### src/rtl/atm_mem_pkg.sv
// Shared widths, arbiter state encoding and memory command bundle for the
// fetch/LSU memory port arbiter.
package atm_mem_pkg;

    localparam int ADDR_W = 16;
    localparam int DATA_W = 32;
    localparam int MASK_W = 4;
    localparam int LAT_W  = 3;

    typedef enum logic [1:0] {
        IDLE   = 2'd0,
        BUSY_F = 2'd1,
        BUSY_D = 2'd2
    } arb_state_e;

    typedef struct packed {
        logic              we;
        logic [ADDR_W-1:0] addr;
        logic [DATA_W-1:0] wdata;
        logic [MASK_W-1:0] wmask;
    } mem_cmd_t;

    function automatic logic [31:0] sat_inc32(input logic [31:0] v);
        return (v == 32'hFFFF_FFFF) ? v : v + 32'd1;
    endfunction

endpackage

### src/rtl/mem_lat_timer.sv
// Counts the fixed memory latency of the one outstanding access.
// load restarts the count at MEM_LAT; done marks the response cycle.
import atm_mem_pkg::*;

module mem_lat_timer #(
    parameter int MEM_LAT = 1
) (
    input  logic clk,
    input  logic reset,
    input  logic load,
    output logic busy,
    output logic done
);

    logic [LAT_W-1:0] cnt_q, cnt_d;

    always_comb begin
        cnt_d = cnt_q;
        if (load) begin
            cnt_d = LAT_W'(MEM_LAT);
        end else if (cnt_q != '0) begin
            cnt_d = cnt_q - LAT_W'(1);
        end
    end

    always_ff @(posedge clk) begin
        if (reset) begin
            cnt_q <= '0;
        end else begin
            cnt_q <= cnt_d;
        end
    end

    assign busy = (cnt_q != '0);
    assign done = (cnt_q == LAT_W'(1));

endmodule

### src/rtl/mem_port_arbiter.sv
// Arbitrates one fixed-latency memory port between fetch and LSU: data first, starvation guard for fetch.
// Optional ARB_PERF_CNT_EN adds saturating stall/grant/drop performance counters.
import atm_mem_pkg::*;

module mem_port_arbiter #(
    parameter int MEM_LAT    = 1,
    parameter int STARVE_MAX = 4
) (
    input  logic        clk,
    input  logic        reset,
    input  logic        fetch_req,
    input  logic [15:0] fetch_addr,
    output logic        fetch_gnt,
    output logic        fetch_stall,
    output logic        fetch_rvalid,
    output logic [31:0] fetch_rdata,
    input  logic        flush,
    input  logic        data_req,
    input  logic        data_we,
    input  logic [15:0] data_addr,
    input  logic [31:0] data_wdata,
    input  logic [3:0]  data_wmask,
    output logic        data_gnt,
    output logic        data_rvalid,
    output logic [31:0] data_rdata,
    output logic        mem_req,
    output logic        mem_we,
    output logic [15:0] mem_addr,
    output logic [31:0] mem_wdata,
    output logic [3:0]  mem_wmask,
`ifdef ARB_PERF_CNT_EN
    output logic [31:0] perf_fetch_stall_cyc,
    output logic [31:0] perf_data_gnt,
    output logic [31:0] perf_fetch_drop,
`endif
    input  logic [31:0] mem_rdata
);

    localparam int SW = $clog2(STARVE_MAX + 1);
    localparam logic [SW-1:0] STARVE_LIM = SW'(STARVE_MAX);

    arb_state_e    state_q, state_d;
    logic [SW-1:0] starve_q, starve_d;
    logic          drop_q, drop_d;
    logic          rst_dly_q;

    logic     lat_busy, lat_done;
    logic     fetch_elig, port_free, arb_en;
    logic     data_win, fetch_win, issue, resp;
    mem_cmd_t cmd;

    mem_lat_timer #(.MEM_LAT(MEM_LAT)) u_lat_timer (
        .clk   (clk),
        .reset (reset),
        .load  (issue),
        .busy  (lat_busy),
        .done  (lat_done)
    );

    always_comb begin
        fetch_elig = fetch_req && !flush;
        port_free  = (state_q == IDLE) || !lat_busy || lat_done;
        // The cycle right after reset is kept quiet: no grants issued.
        arb_en     = port_free && !reset && !rst_dly_q;
        data_win   = arb_en && data_req && !((starve_q == STARVE_LIM) && fetch_elig);
        fetch_win  = arb_en && !data_win && fetch_elig;
        issue      = data_win || fetch_win;
        resp       = lat_done && !reset;

        state_d = state_q;
        if (port_free) begin
            if (data_win) begin
                state_d = BUSY_D;
            end else if (fetch_win) begin
                state_d = BUSY_F;
            end else begin
                state_d = IDLE;
            end
        end

        starve_d = starve_q;
        if (fetch_win) begin
            starve_d = '0;
        end else if (data_win && fetch_elig) begin
            if (starve_q != STARVE_LIM) begin
                starve_d = starve_q + SW'(1);
            end
        end else if (port_free && !fetch_elig) begin
            starve_d = '0;
        end

        // Drop flag lives only for the fetch transaction it was raised in.
        drop_d = drop_q;
        if ((state_q != BUSY_F) || lat_done) begin
            drop_d = 1'b0;
        end else if (flush) begin
            drop_d = 1'b1;
        end

        if (data_win) begin
            cmd = '{we: data_we, addr: data_addr, wdata: data_wdata, wmask: data_wmask};
        end else begin
            cmd = '{we: 1'b0, addr: fetch_addr, wdata: '0, wmask: '0};
        end
    end

    always_ff @(posedge clk) begin
        if (reset) begin
            state_q   <= IDLE;
            starve_q  <= '0;
            drop_q    <= 1'b0;
            rst_dly_q <= 1'b1;
        end else begin
            state_q   <= state_d;
            starve_q  <= starve_d;
            drop_q    <= drop_d;
            rst_dly_q <= 1'b0;
        end
    end

    assign fetch_gnt    = fetch_win;
    assign data_gnt     = data_win;
    assign fetch_stall  = fetch_req && !fetch_win;
    assign fetch_rvalid = resp && (state_q == BUSY_F) && !drop_q && !flush;
    assign data_rvalid  = resp && (state_q == BUSY_D);
    assign fetch_rdata  = mem_rdata;
    assign data_rdata   = mem_rdata;

    assign mem_req   = issue;
    assign mem_we    = cmd.we;
    assign mem_addr  = cmd.addr;
    assign mem_wdata = cmd.wdata;
    assign mem_wmask = cmd.wmask;

`ifdef ARB_PERF_CNT_EN
    logic [31:0] perf_stall_q, perf_stall_d;
    logic [31:0] perf_dgnt_q, perf_dgnt_d;
    logic [31:0] perf_drop_q, perf_drop_d;

    always_comb begin
        perf_stall_d = fetch_stall ? sat_inc32(perf_stall_q) : perf_stall_q;
        perf_dgnt_d  = data_win ? sat_inc32(perf_dgnt_q) : perf_dgnt_q;
        perf_drop_d  = (resp && (state_q == BUSY_F) && (drop_q || flush))
                       ? sat_inc32(perf_drop_q) : perf_drop_q;
    end

    always_ff @(posedge clk) begin
        if (reset) begin
            perf_stall_q <= '0;
            perf_dgnt_q  <= '0;
            perf_drop_q  <= '0;
        end else begin
            perf_stall_q <= perf_stall_d;
            perf_dgnt_q  <= perf_dgnt_d;
            perf_drop_q  <= perf_drop_d;
        end
    end

    assign perf_fetch_stall_cyc = perf_stall_q;
    assign perf_data_gnt        = perf_dgnt_q;
    assign perf_fetch_drop      = perf_drop_q;
`endif

endmodule
### config.mk
export PLATFORM = sky130hd
export DESIGN_NAME = mem_port_arbiter
export DESIGN_NICKNAME = d
export VERILOG_FILES = /design/src/rtl/atm_mem_pkg.sv /design/src/rtl/mem_lat_timer.sv /design/src/rtl/mem_port_arbiter.sv
export SDC_FILE = /design/constraint.sdc
export NUM_CORES = 1
export LEC_CHECK = 0
export CAP_MARGIN = 20
export CORE_AREA = 2 2 89 91
export DETAILED_ROUTE_END_ITERATION = 12
export DIE_AREA = 0 0 91 93
export PLACE_DENSITY = 0.74
export SLEW_MARGIN = 10
export SYNTH_ARGS = -nofsm -noshare
export SYNTH_HDL_FRONTEND = slang
export SYNTH_HIERARCHICAL = 1
export SYNTH_SLANG_ARGS = --single-unit
### constraint.sdc
create_clock -name clk -period 3 [get_ports clk]
set_clock_uncertainty 0.2 [all_clocks]
set_input_delay 0.6 -clock clk [delete_from_list [all_inputs] [get_ports clk]]
set_output_delay 0.6 -clock clk [all_outputs]
set_load 0.02 [all_outputs]
==> metrics <==
CTS tree=yes; distinct cell type count after synthesis=45; Psw=roughly 0.36 mW; Clock Power Share=0.140; fin nets=a little over 400; power share of the combinational group=0.684; crit path DAT=around 2.2 ns; Detailed Place HPWL=~5.4 mm; Post-DRT Antenna Nets=0; crit path launch type=flop; fin util=0.372; CTS H-tree depth=1; Final WS setup=-0.0241 ns; Num CTS Buffers=3; global route overflow=0; Critical Path RT=about 2.2 ns; vias per cell=4.17; Clock Path Buffers=2; register area=around 200 um2; Crit Path Category=flop to output port; first-pass GRT wire length=9.98 mm; final hold violations=0; I/O Pins=approximately 230; DR top layer=met4; Cell Area, Synth=about 0.0016 mm2; DR pass1 iterations=4; Final Non-Filler Cells=about 400; IO buf count=132; Layout Area Growth over Synthesis=70.8%; sequential share of the synthesized area=0.122; Die Height=between 90 and 100 um; Primary FF master, synth=dfxtp_1; met3 WL=around 830 um; layout cells sized above 1=0.428; dpl cells=between 300 and 400; initial antenna violation count=0; RSZ-0062 raised after global routing=yes; Yosys warning total=6; Root Driver=clkbuf_8; vias after detailed routing=roughly 1600; # setup viols final=8; Die Area=between 0.008 and 0.009 mm2; Inserted Diodes=0; multi-input logic area=920 um2; hold_buf cts=0; met2 WL=3.02 mm; Sw Ratio=0.355; final worst path period need=3.02 ns; Met1 Wirelength=2.82 mm; WL/cell=between 15 and 20 um; Skew-Pair Late Insertion Delay=between 0.2 and 0.25 ns; Least-Margin Pin Slew=around 0.3 ns; Tot Pwr=1.02 mW; WHS=0.306 ns; Syn Inst Count=190; Die Width=91 um; DR iter-0 viols=28; initial core utilization=0.218; CTS Sinks=10; r2r startpoint=u_lat_timer/cnt_q[1]$_SDFFE_PP0P_; Reg power frac=0.177; Slew headroom=0.797; Max Cap Viol=0; Seq cells post-synth=10; Max Fclk=0.331 GHz; FILL cells=805; Final Max Tran Viols=0; Routability Congestion=just under 0.8; total track usage=0.151; Max VDD drop=roughly 0.0003 V; row count=32; largest net degree at the start of global routing=21; PD cells=between 300 and 400 mW/mm2; post-synth net total=around 300; worst-path fanout max=6; Hold Crit Start=starve_q[0]$_SDFFE_PP0P_; Worst Hold Class=flop to flop; post-synthesis async set-or-reset flop share=0; P_int=~0.66 mW; violated checks=negative setup slack; drt drc=0; Reg clk slew, reported paths=approximately 0.050 ns; status=finished, violations left; number of flops mapped to enable cells by yosys=0; Crit. End Element=output port; Pleak=~1.3 nW; core area=between 0.007 and 0.008 mm2; period utilization=1.01; Mean Syn Cell Area=between 8 and 9 um2; Routed WL=between 6 and 7 mm; vias in the first global route=1708; CP Launch Point=u_lat_timer/cnt_q[1]$_SDFFE_PP0P_
-- cells in the final DEF (no fill, tap or decap), types with 3 or more instances in the layout --
cell	count
o21ai_0	3
dlygate4sd2_1	6
mux2_4	12
clkdlybuf4s50_1	72
clkbuf_8	3
clkbuf_2	13
inv_1	5
mux2_2	4
clkdlybuf4s15_1	5
ha_1	3
dfxtp_1	8
buf_2	26
buf_4	28
and2_4	4
buf_6	12
and2_1	33
buf_12	4
nor2_1	4
-- final timing paths --
| kind | depth (start not counted) | to | slack, ns |
|---|---|---|---|
| max | 11 | mem_addr[12] | -0.02 |
| min | 2 | starve_q[0]$_SDFFE_PP0P_ | 0.31 |
| max reg2reg | 11 | u_lat_timer/cnt_q[0]$_SDFFE_PP0P_ | 0.77 |
| min reg2reg | 2 | starve_q[0]$_SDFFE_PP0P_ | 0.31 |
-- Yosys cell counts, types with 3 or more instances --
cell type	count	area share
buf_4	64	0.29
dfxtp_1	10	0.12
mux2_4	12	0.11
mux2_2	4	0.027
ha_1	5	0.038
and2_1	37	0.14
inv_1	6	0.014
nor2_1	4	0.0092
o21ai_0	3	0.0092
-- critical path, cell delays in order, from the launching register on --
cell and delay, ns:
dfxtp_2 0.33, inv_2 0.05, ha_4 0.14, and2b_2 0.20
nand2b_4 0.15, o21ai_4 0.22, nor2_8 0.07, clkbuf_16 0.15
buf_8 0.13, buf_12 0.12, mux2_4 0.29, buf_6 0.13
-- routing by layer --
metal  global-route usage  vias to the layer above
met1                0.189                      745
met3               0.0806                        5
met2                0.229                      129
met4               0.0341                        0
li1                     -                      765
met5                    0                        -
-- cell type report --
| type | count | share of cell area |
|---|---|---|
| Inverter | 6 | 0.00805 |
| Clock buffer | 3 | 0.0148 |
| Sequential cell | 10 | 0.0725 |
| Tap cell | 102 | 0.0456 |
| Multi-Input combinational cell | 105 | 0.329 |
| Timing Repair Buffer | 168 | 0.530 |
-- registers in the layout, indices dropped and copies added, names as in the netlist --
name	cells
rst_dly_q	1
drop_q	1
state_q	2
u_lat_timer/cnt_q	3
starve_q	3
-- kinds of logic after synthesis --
family / count (synthesis) / synth area share
DFF: 10 / 0.122
buffers and inverters: 75 / 0.335
muxes: 16 / 0.138
adders and majority gates: 5 / 0.0382
AOI/OAI and AO/OA: 14 / 0.0756
and+or+nand+nor: 70 / 0.291
-- power by group through the flow --
stage          combinational, mW  sequential (mW)  clock [mW]
2_1_floorplan              0.436            0.174           0
3_3_place_gp               0.608            0.173           0
4_1_cts                    0.653            0.174       0.147
5_1_grt                    0.748            0.184       0.151
3_5_place_dp               0.627            0.175           0
6_report                   0.697            0.180       0.142
-- repair_timing --
item,4_1_cts,5_1_grt
resized for setup,175,62
setup endpoints to repair,58,46
pin swaps,4,3
gates cloned,1,0
buffers inserted,13,2
endpoints found under the hold margin,0,0
-- stage by stage --
| step | instance area, um2 | TNS [ns] | worst slack, ns |
|---|---|---|---|
| floorplan | 1640 | 0 | 0.497 |
| global placement | 2730 | -16.05 | -0.366 |
| detailed placement | 2730 | -16.40 | -0.384 |
| CTS | 2750 | -0.199 | -0.0624 |
| global route | 2800 | -0.693 | -0.0945 |
| finish | 2800 | -0.119 | -0.0241 |
Note: power is estimated with default switching activity, not from simulation.
==> RTL edit: new RTL, same settings <==
The package constant `LAT_W` goes from 3 to 5.
--- a/src/rtl/atm_mem_pkg.sv
+++ b/src/rtl/atm_mem_pkg.sv
@@ -5,7 +5,7 @@
     localparam int ADDR_W = 16;
     localparam int DATA_W = 32;
     localparam int MASK_W = 4;
-    localparam int LAT_W  = 3;
+    localparam int LAT_W  = 5;
 
     typedef enum logic [1:0] {
         IDLE   = 2'd0,
Behaviour: same outputs for any inputs over 10 cycles, from zero or initial values and one cycle with reset high; that may be too few to reach the edited logic, so the function may still have changed.
==> RTL edit against the original RTL <==
The flow still finishes with violations (setup timing); design area increased by 4.3%; worst setup slack lost 0.055 ns; highest routed layer unchanged; synthesized area up 3.7%; sequential cell count is 2 higher; non-clock buffer count fell by 5; routed wire length decreased by 7.1%; total power rose by 3.8%; sequential share of layout area up 1.1 points; maximum frequency shrank 1.8%.
==> RTL edit: results (changes against the original RTL) <==
----------------------------------------------------
[Route]
  DRT Pass-1 Iters ... 4 (unchanged)
  Post-DR vias/cell ... 4.09 (was 4.17)
  Per-cell routed wire length ... 15.8 um (was 17.1 um)
  Starting DRC count in detailed routing ... 13 (was 28)

[Finish]
  Final Non-Filler Cells ... 398 (was 394)
  Number of nets in the final layout ... 409 (was 405)
  Largest registers ... u_lat_timer/cnt_q: 5 flops, starve_q: 3 flops, state_q: 2 flops (was starve_q: 3 flops, u_lat_timer/cnt_q: 3 flops, state_q: 2 flops)
  Share of final-layout standard cells stronger than drive strength 1 ... 42.9% (was 42.8%)

[Place]
  Post-detailed-placement cell area ... 2820 um2 (was 2730 um2)
  Placed cell count ... 388 (was 376)
  Global placer's final weighted congestion ... 0.831 (was 0.784)
  Detail Placement HPWL ... 4.94 mm (was 5.44 mm)
  IO Port Bufs ... 132 (unchanged)

[Timing]
  Final setup violation count ... 13 (was 8)
  Worst-case setup margin in the final layout ... -0.0788 ns (was -0.0241 ns)
  Final TNS setup ... -0.560 ns (was -0.119 ns)
  Transition time of the tightest slew-check pin ... 0.257 ns (was 0.301 ns)

[Synth]
  Count of synthesis-stage warnings from yosys ... 6 (unchanged)
  Fraction of registers with async set/reset ... 0% (unchanged)
  Cell types with the highest counts after synthesis ... buf_4, and2_1, dfxtp_1, mux2_4, nor2_1 (was buf_4, and2_1, mux2_4)
  Number of nets produced by synthesis ... 311 (was 301)
  Cells after synthesis ... 200 (was 190)
  Seq/Total Area, Yosys ... 14.1% (was 12.2%)
  Commonest register cell after synthesis ... dfxtp_1 (unchanged)
  Number of distinct library cell variants in the gate-level netlist after synthesis ... 43 (was 45)
  Leading post-synthesis cells by cell area ... buf_4, dfxtp_1, and2_1 (was buf_4, and2_1, dfxtp_1)

[Clocking]
  CTS buffer count ... 3 (unchanged)
  Root cell of the clock tree ... clkbuf_8 (unchanged)
  Buffer depth of the longest clock path ... 2 (unchanged)
  Clock transition at path regs ... 0.05 ns (about the same)
  H-tree depth ... 1 (unchanged)
  Worst-Skew Late Latency ... around 0.23 ns

[Worst setup path]
  Largest fanout of any net on the critical path ... 6 (unchanged)
  Max stage delay cell, worst path ... or4b_4 (was dfxtp_2)
  Data arrival time at the worst-slack endpoint ... 2.28 ns (was 2.22 ns)
  Largest stage delay on the critical path ... 0.49 ns (was 0.33 ns)
  Delay-heaviest family, CP ... simple AND/OR/NAND/NOR gates (was buffers and inverters)

[Hold path]
  Type of the tightest min-delay check ... flip-flop to flip-flop (unchanged)

[GRT]
  Via count of the first global-routing pass ... 1,755 (was 1,708)
  Aggregate global-route resource usage ... 13.5% (was 15.1%)
  Pin count of the biggest net entering global routing ... 15 (was 21)
  Number of antenna violations at the first check in global routing ... 0 (unchanged)
  First-pass GRT wire length ... 9.16 mm (was 9.98 mm)

[Power]
  Worst IR Drop VDD ... 310 uV (was 309 uV)
  Leakage power summed over all cells ... 1.32 nW (was 1.26 nW)

[Outcome]
  Result of the run ... complete, but fails checks (unchanged)
  Violated checks ... setup timing (unchanged)

[Job]
  Number of violations of the max-capacitance limit ... 0 (unchanged)

----------------------------------------------------
## RTL edit: area by class of cell
cell class	instances	area (um2)
flip-flops and latches	12	243
well taps	102	128
multi-input cells	111	942
fillers	796	4610
inverters	7	26.3
repair buffers	163	1540
clock buffers	3	41.3
## RTL edit: worst paths after layout
check | startpoint | endpoint | slack (ns) | cells past startpoint
setup reg to reg | u_lat_timer/cnt_q[0] | starve_q[2] | 0.75 | 8
hold reg to reg | state_q[1] | drop_q | 0.31 | 1
hold / removal | state_q[1] | drop_q | 0.31 | 1
setup / recovery | u_lat_timer/cnt_q[0] | mem_addr[15] | -0.08 | 10
## RTL edit: cells by family (layout without fill, tap and decap cells)
| logic type | Yosys count | after routing | synth area share (%) |
|---|---|---|---|
| AO/OA/AOI/OAI | 13 | 13 | 6.41 |
| XOR/XNOR | 4 | 4 | 2.06 |
| adder cells (fa/ha/maj) | 5 | 5 | 3.68 |
| buffers and inverters | 77 | 173 | 32.8 |
| AND/OR/NAND/NOR | 73 | 73 | 27.6 |
| multiplexers | 16 | 16 | 13.3 |
| flip-flops | 12 | 12 | 14.1 |
## RTL edit: layer usage
layer	up-vias	part of all wire [%]	track usage [%]
li1	781	-	-
met1	707	41	16.1
met2	121	44	20.2
met3	17	14	9.02
met4	0	0.83	2.65
met5	-	0	0
## RTL edit: repair_timing
| item | CTS | global route |
|---|---|---|
| buffers inserted | 5 | 1 |
| pin swaps | 2 | 2 |
| resized for setup | 229 | 67 |
| endpoints found under the hold margin | 0 | 0 |
| cloned | 3 | 1 |
| setup endpoints to repair | 57 | 51 |
## RTL edit: where the power goes
group / switching (W) / internal, W / total, W / leakage [nW]
clock: 0.0000536 / 0.0000881 / 0.000142 / 0.0216
sequential: 0.0000269 / 0.000190 / 0.000217 / 0.0989
combinational: 0.000289 / 0.000410 / 0.000699 / 1.20
## RTL edit: stage by stage
step / hold slack (ns) / worst slack [ns]
6_report: 0.306 / -0.0788
5_1_grt: 0.338 / -0.160
4_1_cts: 0.310 / -0.120
3_5_place_dp: 0.294 / -0.356
3_3_place_gp: 0.292 / -0.304
2_1_floorplan: 0.268 / 0.183
